===== src/rtl/multi_port_wakeup_queue.sv =====
// Unordered multi-port issue queue. Each entry holds one source tag and a payload.
// A tag-wakeup broadcast marks waiting entries ready. Up to SelWidth ready entries
// issue per cycle, lowest index first. Free slots are handed to enqueue ports in
// ascending index order, one slot per port position.
module multi_port_wakeup_queue #(
   parameter int Depth     = 8,
   parameter int EnqWidth  = 2,
   parameter int SelWidth  = 2,
   parameter int DataWidth = 8,
   parameter int TagWidth  = 4
) (
   input  logic                                clk,
   input  logic                                rst,
   input  logic                                flush_i,
   input  logic [EnqWidth-1:0]                 enq_vld_i,
   output logic [EnqWidth-1:0]                 enq_rdy_o,
   input  logic [EnqWidth*DataWidth-1:0]       enq_data_i,
   input  logic [EnqWidth*TagWidth-1:0]        enq_tag_i,
   input  logic [EnqWidth-1:0]                 enq_srdy_i,
   input  logic                                wkup_vld_i,
   input  logic [TagWidth-1:0]                 wkup_tag_i,
   output logic [SelWidth-1:0]                 deq_vld_o,
   input  logic [SelWidth-1:0]                 deq_rdy_i,
   output logic [SelWidth*DataWidth-1:0]       deq_data_o,
   output logic [SelWidth*$clog2(Depth)-1:0]   deq_idx_o,
   output logic [$clog2(Depth+1)-1:0]          count_o
);

   localparam int IdxWidth = $clog2(Depth);
   localparam int CntWidth = $clog2(Depth+1);

   logic [Depth-1:0]                 vld_q, rdy_q;
   logic [Depth-1:0]                 vld_nxt, rdy_nxt;
   logic [TagWidth-1:0]              tag_q  [Depth];
   logic [DataWidth-1:0]             data_q [Depth];

   logic [EnqWidth-1:0][Depth-1:0]   enq_mask;
   logic [SelWidth-1:0][Depth-1:0]   result_mask;
   logic [Depth-1:0]                 enq_taken, sel_taken;
   logic [Depth-1:0]                 sel_mask;
   logic [Depth-1:0]                 deq_clr;
   logic [EnqWidth-1:0]              enq_fire, enq_we;
   logic [SelWidth-1:0]              deq_fire;

   logic                             err_deq_invalid, err_enq_overlap, err_sel_overlap;

   // Static priority selection: k-th lowest free slot per enqueue port, k-th lowest ready entry per issue port.
   always_comb begin
      enq_mask    = '0;
      result_mask = '0;
      enq_taken   = '0;
      sel_taken   = '0;
      sel_mask    = vld_q & rdy_q;
      for (int i = 0; i < EnqWidth; i++) begin
         for (int e = 0; e < Depth; e++) begin
            if (!vld_q[e] && !enq_taken[e] && (enq_mask[i] == '0)) begin
               enq_mask[i][e] = 1'b1;
               enq_taken[e]   = 1'b1;
            end
         end
      end
      for (int j = 0; j < SelWidth; j++) begin
         for (int e = 0; e < Depth; e++) begin
            if (sel_mask[e] && !sel_taken[e] && (result_mask[j] == '0)) begin
               result_mask[j][e] = 1'b1;
               sel_taken[e]      = 1'b1;
            end
         end
      end
   end

   // Port-facing handshakes and issue muxes; enq_rdy_o depends only on state, never on enq_vld_i.
   always_comb begin
      deq_data_o = '0;
      deq_idx_o  = '0;
      for (int i = 0; i < EnqWidth; i++) begin
         enq_rdy_o[i] = |enq_mask[i];
         enq_fire[i]  = enq_vld_i[i] & enq_rdy_o[i];
         enq_we[i]    = enq_fire[i] & ~flush_i & ~rst;
      end
      for (int j = 0; j < SelWidth; j++) begin
         deq_vld_o[j] = |result_mask[j];
         deq_fire[j]  = deq_vld_o[j] & deq_rdy_i[j];
         for (int e = 0; e < Depth; e++) begin
            if (result_mask[j][e]) begin
               deq_data_o[j*DataWidth +: DataWidth] = data_q[e];
               deq_idx_o[j*IdxWidth +: IdxWidth]     = IdxWidth'(e);
            end
         end
      end
   end

   // Next valid/ready state: wakeup, then issue frees, then enqueue allocations; flush wipes everything.
   always_comb begin
      vld_nxt = vld_q;
      rdy_nxt = rdy_q;
      deq_clr = '0;
      for (int e = 0; e < Depth; e++) begin
         if (vld_q[e] && !rdy_q[e] && wkup_vld_i && (tag_q[e] == wkup_tag_i))
            rdy_nxt[e] = 1'b1;
      end
      for (int j = 0; j < SelWidth; j++) begin
         if (deq_fire[j])
            deq_clr = deq_clr | result_mask[j];
      end
      for (int e = 0; e < Depth; e++) begin
         if (deq_clr[e]) begin
            vld_nxt[e] = 1'b0;
            rdy_nxt[e] = 1'b0;
         end
      end
      // Allocated slots were free this cycle, so they never collide with the frees above.
      for (int i = 0; i < EnqWidth; i++) begin
         for (int e = 0; e < Depth; e++) begin
            if (enq_fire[i] && enq_mask[i][e]) begin
               vld_nxt[e] = 1'b1;
               rdy_nxt[e] = enq_srdy_i[i] |
                            (wkup_vld_i && (enq_tag_i[i*TagWidth +: TagWidth] == wkup_tag_i));
            end
         end
      end
      if (flush_i) begin
         vld_nxt = '0;
         rdy_nxt = '0;
      end
   end

   // Entry valid/ready registers with synchronous reset.
   always_ff @(posedge clk) begin
      if (rst) begin
         vld_q <= '0;
         rdy_q <= '0;
      end else begin
         vld_q <= vld_nxt;
         rdy_q <= rdy_nxt;
      end
   end

   // Payload and tag storage, written only on a surviving enqueue; not reset.
   always_ff @(posedge clk) begin
      for (int i = 0; i < EnqWidth; i++) begin
         for (int e = 0; e < Depth; e++) begin
            if (enq_we[i] && enq_mask[i][e]) begin
               data_q[e] <= enq_data_i[i*DataWidth +: DataWidth];
               tag_q[e]  <= enq_tag_i[i*TagWidth +: TagWidth];
            end
         end
      end
   end

   // Occupancy is a popcount of the registered valid bits.
   always_comb begin
      count_o = '0;
      for (int e = 0; e < Depth; e++)
         count_o = count_o + CntWidth'(vld_q[e]);
   end

   // Consistency flags: issue only from valid entries, no slot shared between ports.
   always_comb begin
      err_deq_invalid = 1'b0;
      err_enq_overlap = 1'b0;
      err_sel_overlap = 1'b0;
      for (int j = 0; j < SelWidth; j++) begin
         if (deq_fire[j] && ((result_mask[j] & vld_q) == '0))
            err_deq_invalid = 1'b1;
         for (int k = j + 1; k < SelWidth; k++)
            if ((result_mask[j] & result_mask[k]) != '0)
               err_sel_overlap = 1'b1;
      end
      for (int i = 0; i < EnqWidth; i++) begin
         if (enq_fire[i] && ((enq_mask[i] & vld_q) != '0))
            err_enq_overlap = 1'b1;
         for (int k = i + 1; k < EnqWidth; k++)
            if ((enq_mask[i] & enq_mask[k]) != '0)
               err_enq_overlap = 1'b1;
      end
   end

   a_deq_on_vld:   assert property (@(posedge clk) disable iff (rst) !err_deq_invalid);
   a_enq_distinct: assert property (@(posedge clk) disable iff (rst) !err_enq_overlap);
   a_sel_distinct: assert property (@(posedge clk) disable iff (rst) !err_sel_overlap);

endmodule


===== config.mk =====
export PLATFORM = sky130hd
export DESIGN_NAME = multi_port_wakeup_queue
export DESIGN_NICKNAME = d
export VERILOG_FILES = /design/src/rtl/multi_port_wakeup_queue.sv
export SDC_FILE = /design/constraint.sdc
export NUM_CORES = 1
export LEC_CHECK = 0
export CAP_MARGIN = 20
export CORE_ASPECT_RATIO = 0.5
export CORE_MARGIN = 1
export CORE_UTILIZATION = 55
export DETAILED_ROUTE_END_ITERATION = 7
export PLACE_DENSITY = 0.89
export SYNTH_ARGS = -nofsm -noshare
export SYNTH_HDL_FRONTEND = slang
export SYNTH_SLANG_ARGS = --single-unit

===== constraint.sdc =====
create_clock -name clk -period 3.9 [get_ports clk]
set_clock_uncertainty 0.2 [all_clocks]
set_input_delay 0.585 -clock clk [delete_from_list [all_inputs] [get_ports clk]]
set_output_delay 0.585 -clock clk [all_outputs]
set_load 0.02 [all_outputs]

* After elaboration in Yosys (flattened, before gate mapping)
Memories as Yosys holds them, arrays and structs flattened.
Index checks and enable logic that the tools add are counted.
** Operators by class
- Add/sub/neg operators :: 7
- $mul :: 0
- Divide/modulo/power cells :: 0
- $lt $le $gt $ge :: 0
- Equality and inequality tests :: 10
- Shift operators :: 0
- Multiplexer cells :: 161
- Bitwise gates (word level) :: 30
- Reductions and logical operators :: 173
** Operator list (number)
- 2-to-1 mux 8 bit :: 25
- 2-to-1 mux 1 bit :: 117
- logical AND 1 bit :: 98
- equality test 4 bit :: 10
- 2-to-1 mux 3 bit :: 12
- zero test 1 bit :: 30
- zero test 7 bit :: 4
- 2-to-1 mux 4 bit :: 7
- nonzero test 4 bit :: 7
- zero test 6 bit :: 4
- nonzero test 3 bit :: 8
- OR reduction 8 bit :: 3
- zero test 5 bit :: 4
- adder 4 x 1 -> 4 bit :: 4
- zero test 4 bit :: 4
- OR 1 bit :: 16
- zero test 3 bit :: 4
- bitwise AND 1 bit :: 8
- bitwise AND 8 bit :: 1
- zero test 2 bit :: 4
- OR 8 bit :: 1
- OR reduction 7 bit :: 1
- adder 3 x 1 -> 4 bit :: 1
- NOT 1 bit :: 4
- other kinds (4) :: 4
** Word-level totals
- Flip-flop bits (word level) :: 16
- Bits in latches :: 0
- Bits in writable memories :: 96
- ROM bits :: 0
- Input bits :: 38
- Output and inout bits :: 30
- Logic and storage cells :: 399
- Memories kept :: 2
** Memory list
- data_q :: words 8, bits a word 8, read ports 8, clocked after Yosys merged registers in 0, write ports 8, RTL line 35 : logic [DataWidth-1:0] data_q [Depth];
- tag_q :: words 8, bits a word 4, read ports 8, clocked after Yosys merged registers in 0, write ports 8, RTL line 34 : logic [TagWidth-1:0] tag_q [Depth];

* Logic depth before layout (Yosys ltp)
- Depth in word-level cells :: 33
- Gate-level depth with buffers :: 10
- Gate-level depth less buffers :: 8

* Least setup slack after synthesis
No wires, ideal clock.
- Path kind :: register to output
- From :: reg vld_q[0]
- To :: out count_o[2]
- Arrival time :: 2899 ps
- Required time :: 3115 ps
- Setup slack :: 216 ps
- Stages on the path, launching flop included :: 9
- Buffers on the path :: 0
- Cell sequence :: dfxtp_1 -> fa_1 -> inv_1 -> fa_1 -> fa_1 -> inv_1 -> ha_1 -> fa_1 -> xor2_1
** On the way
- Word-level cells in the longest chain between the ends :: 7
** RTL lines
- start: declaration :: RTL line 32 : logic [Depth-1:0] vld_q, rdy_q;
- start signal: assignment :: RTL line 134 : vld_q <= vld_nxt;
- adder 1 x 1 -> 2 bit :: RTL line 155 : count_o = count_o + CntWidth'(vld_q[e]);
- adder 2 x 1 -> 3 bit :: RTL line 155
- adder 3 x 1 -> 4 bit :: RTL line 155
- adder 4 x 1 -> 4 bit (4 in a row) :: RTL line 155
- end: declaration :: RTL line 26 : output logic [$clog2(Depth+1)-1:0] count_o
No other way between the ends.

* Worst setup path after layout
Same ends and word-level chain as after synthesis.

==> summary.md <==
| Metric | Value |
|---|---|
| Slowest cell on crit path | `fa_1` |
| Post-Synth XOR/XNOR Area | `0.05801` |
| Die ar. | `13390 sq um` |
| Cts bufs inserted | `9` |
| Final cell count without fillers | `925` |
| Share of cells above drive strength 1 | `0.2500` |
| Clock-pin slew on the worst setup and hold paths | `70 ps` |
| Hold slack | `356.6 ps` |
| Post-synth EDFFs | `96` |
| Vias | `6455` |
| Initial antenna violation count | `0` |
| Hold_buf cts | `0` |
| Main combinational cell family by area after synthesis | `compound AO/OA/AOI/OAI gates` |
| All-Layer GR Usage | `0.3470` |
| Most frequent cells in the layout | `edfxtp_1, mux2_2, buf_4` |
| Drt wl/cell | `24.27 microns` |
| Routed WL | `22450 microns` |
| Synth area leader | `edfxtp_1` |
| Core Box Area | `12190 sq um` |
| Adder-cell share of the synthesized area | `0.02610` |
| Worst EP arrival | `3100 ps` |
| Worst r2r src | `vld_q[0]` |
| MaxCap Viol Count | `0` |
| Post-synth top area share | `0.4063` |
| Detailed placer's ending HPWL | `15010 microns` |
| Cell Area, Synth | `7096 sq um` |
| Most used DFF post-synth | `edfxtp_1` |
| Io pins | `68` |
| Vias/cell | `6.978` |
| Relative slew slack | `0.4506` |
| Sequential area share after synthesis | `0.4514` |
| H-Tree Depth | `3` |
| DRC viols | `0` |
| CP Launch Type | `flip-flop` |
| WP data required | `3120 ps` |
| Design Area, Final | `8494 sq um` |
| Mux share of post-synthesis cell area | `0.1409` |
| Fmax | `0.2574 GHz` |
| RSZ-0062 raised after global routing | `true` |
| Initial Utilization | `0.5820` |
| Hold Path Stages | `2` |
| Top Family by Delay on Critical Path | `adder cells` |
| Pre-CTS setup slack | `-212.9 ps` |
| Max rail drop VDD | `229.1 uV` |
| Distinct cell type count of the synthesized netlist | `63` |
| Mean post-synth cell area | `10.67 sq um` |
| Critical path, cell by cell | `fa_1, inv_1, fa_1, fa_1, inv_1, ha_2, fa_2, xor2_1, buf_4` |
| Clock sink count | `112` |
| Total of fill cells in the finished design | `859` |
| Count of final setup violators | `0` |
| Nets | `803` |
| Leak | `3.088 nW` |
| Synthesis-to-layout area growth | `19.71%` |
| Worst Hold Class | `flip-flop to flip-flop` |
| DP Area | `8174 sq um` |
| Syn_nets | `713` |
| Gpl congestion | `0.9392` |
| Die Wd | `162.6 microns` |
| Largest net degree at the start of global routing | `20` |
| Flop and latch count out of synthesis | `112` |
| Simple-gate share of the synthesized area | `0.1395` |
| Final Core Density | `0.6967` |
| Clock buffer depth | `2` |
| Ys async rst share | `0` |
| Row count | `28` |
| Top post-synthesis cells by area | `edfxtp_1, mux2_2, dfxtp_1` |
| Placed cells | `901` |
| CP peak stage delay | `530 ps` |
| Pwr dens | `286.9 nW/um^2` |
| Ant. Diodes | `0` |
| Buf/Inv on CP | `3` |
| Critical path class | `flip-flop to output pin` |
| Worst reg-to-reg path cell count | `7` |
| Routed Antenna Nets | `0` |
| Worst-Margin Slew | `824.1 ps` |
| Critical Path End Type | `output pin` |
| DR pass1 iterations | `7` |
| Root Buffer | `clkbuf_16` |
| Final Max Tran Viols | `0` |
| Reg2Reg Setup Slack | `530 ps` |
| Global route overflow | `0` |
| Vias in the first global route | `6075` |
| First-pass GRT wire length | `34060 microns` |
| Most frequent CP cell | `fa_1` |
| Multi-input gate area | `3670 sq um` |
| Status | `finished, final reports clean` |
| Crit path time final | `3885 ps` |
| CP Max Fanout | `2` |
| Hold Startpoint | `vld_q[6]` |
| Tcrit/Tclk final | `0.9961` |
| Syn Inst Count | `665` |
| PortBufs | `67` |
| Synth Warn # | `0` |
| Drt initial violations | `1062` |
| CTS tree | `done` |
| DIE HEIGHT | `82.32 microns` |
| Final Hold Viols | `0` |
| Worst Hold Endpoint | `vld_q[6]` |
| Commonest non-fill, non-tap cell in the layout | `edfxtp_1` |
| Worst skew pair latency | `360 ps` |
| Synth Area in Compound Gates | `0.1425` |
| Final worst slack | `15.35 ps` |
| Worst r2r dst | `data_q[2][0]` |
| Register Area | `3204 sq um` |
-- logic make-up (layout without fill, tap and decap cells) --
family,after synthesis,count (layout)
and+or+nand+nor,198,198
muxes,89,89
xor gates and xnor gates,47,47
buffers and inverters,66,161
adders and majority gates,13,13
AOI/OAI and AO/OA,140,140
DFF,112,112
-- registers in the layout, indices dropped and copies added (netlist names) --
register,flops
rdy_q,8
data_q,64
vld_q,8
tag_q,32
-- cells in the mapped netlist, types with 3 or more instances --
master	n
a211oi_1	3
a21o_1	3
a21oi_1	32
a221o_1	10
a221oi_1	14
a22oi_1	7
a31oi_1	19
a32o_1	6
a32oi_1	4
and2_1	12
and3_1	8
buf_1	6
buf_2	14
buf_6	3
clkbuf_1	23
dfxtp_1	16
edfxtp_1	96
fa_1	4
ha_1	6
inv_1	18
maj3_1	3
mux2_2	87
nand2_1	51
nand2_2	3
nand2b_1	5
nand3_1	31
nand4_1	5
nor2_1	33
nor2b_1	6
nor3_1	14
nor4_1	14
o2111ai_1	3
o21ai_0	11
o22ai_1	5
or3_1	4
or4_1	4
xnor2_1	19
xor2_1	28
-- power by group --
group / internal, W / switching [W] / leakage, nW
registers: 0.00131 / 0.00000766 / 0.997
clock network: 0.000431 / 0.000437 / 0.132
logic: 0.000115 / 0.000133 / 1.96
total: 0.00186 / 0.000577 / 3.09
-- how the worst max path moves through the flow --
stage               slack [ps]          to     start  depth (start not counted)
floorplan                  220  count_o[2]  vld_q[0]                          8
finish                      20  count_o[2]  vld_q[0]                          9
global route              -120  count_o[2]  vld_q[0]                          9
detailed placement        -210  count_o[2]  vld_q[0]                          9
CTS                        -60  count_o[2]  vld_q[0]                          9
global placement          -130  count_o[2]  vld_q[0]                          9
-- tightest hold or removal path: cells and delay by family (launching register included) --
| family | cells | cell delay (ps) |
|---|---|---|
| DFF | 1 | 310 |
| buffers and inverters | 1 | 110 |
| AOI/OAI and AO/OA | 1 | 90 |
-- layer usage --
metal	vias to the layer above	GRT usage	part of all wire
li1	2726	-	-
met1	3077	0.4473	0.38
met2	544	0.5598	0.44
met3	108	0.08192	0.13
met4	0	0.1701	0.045
met5	-	0	0
-- stage by stage --
stage / total power [W] / TNS, ps
CTS: 0.002430 / -67.20
global placement: 0.001576 / -205.4
finish: 0.002437 / 0
floorplan: 0.001475 / 0
global route: 0.002500 / -198.1
detailed placement: 0.001586 / -352.1
-- repair_timing --
item	CTS	global route
endpoints found under the setup margin	19	17
gates resized for setup	33	23
setup buffers	8	0
pin swaps	1	2
-- final cells by class --
cell class | count | area share
Tap cell | 165 | 0.02430
Inverter | 18 | 0.007954
Multi-Input combinational cell | 487 | 0.4320
Clock inverter | 6 | 0.004124
Clock buffer | 10 | 0.02696
Sequential cell | 112 | 0.3772
Timing Repair Buffer | 127 | 0.1274
No activity file was read; power rests on OpenSTA's default activity.
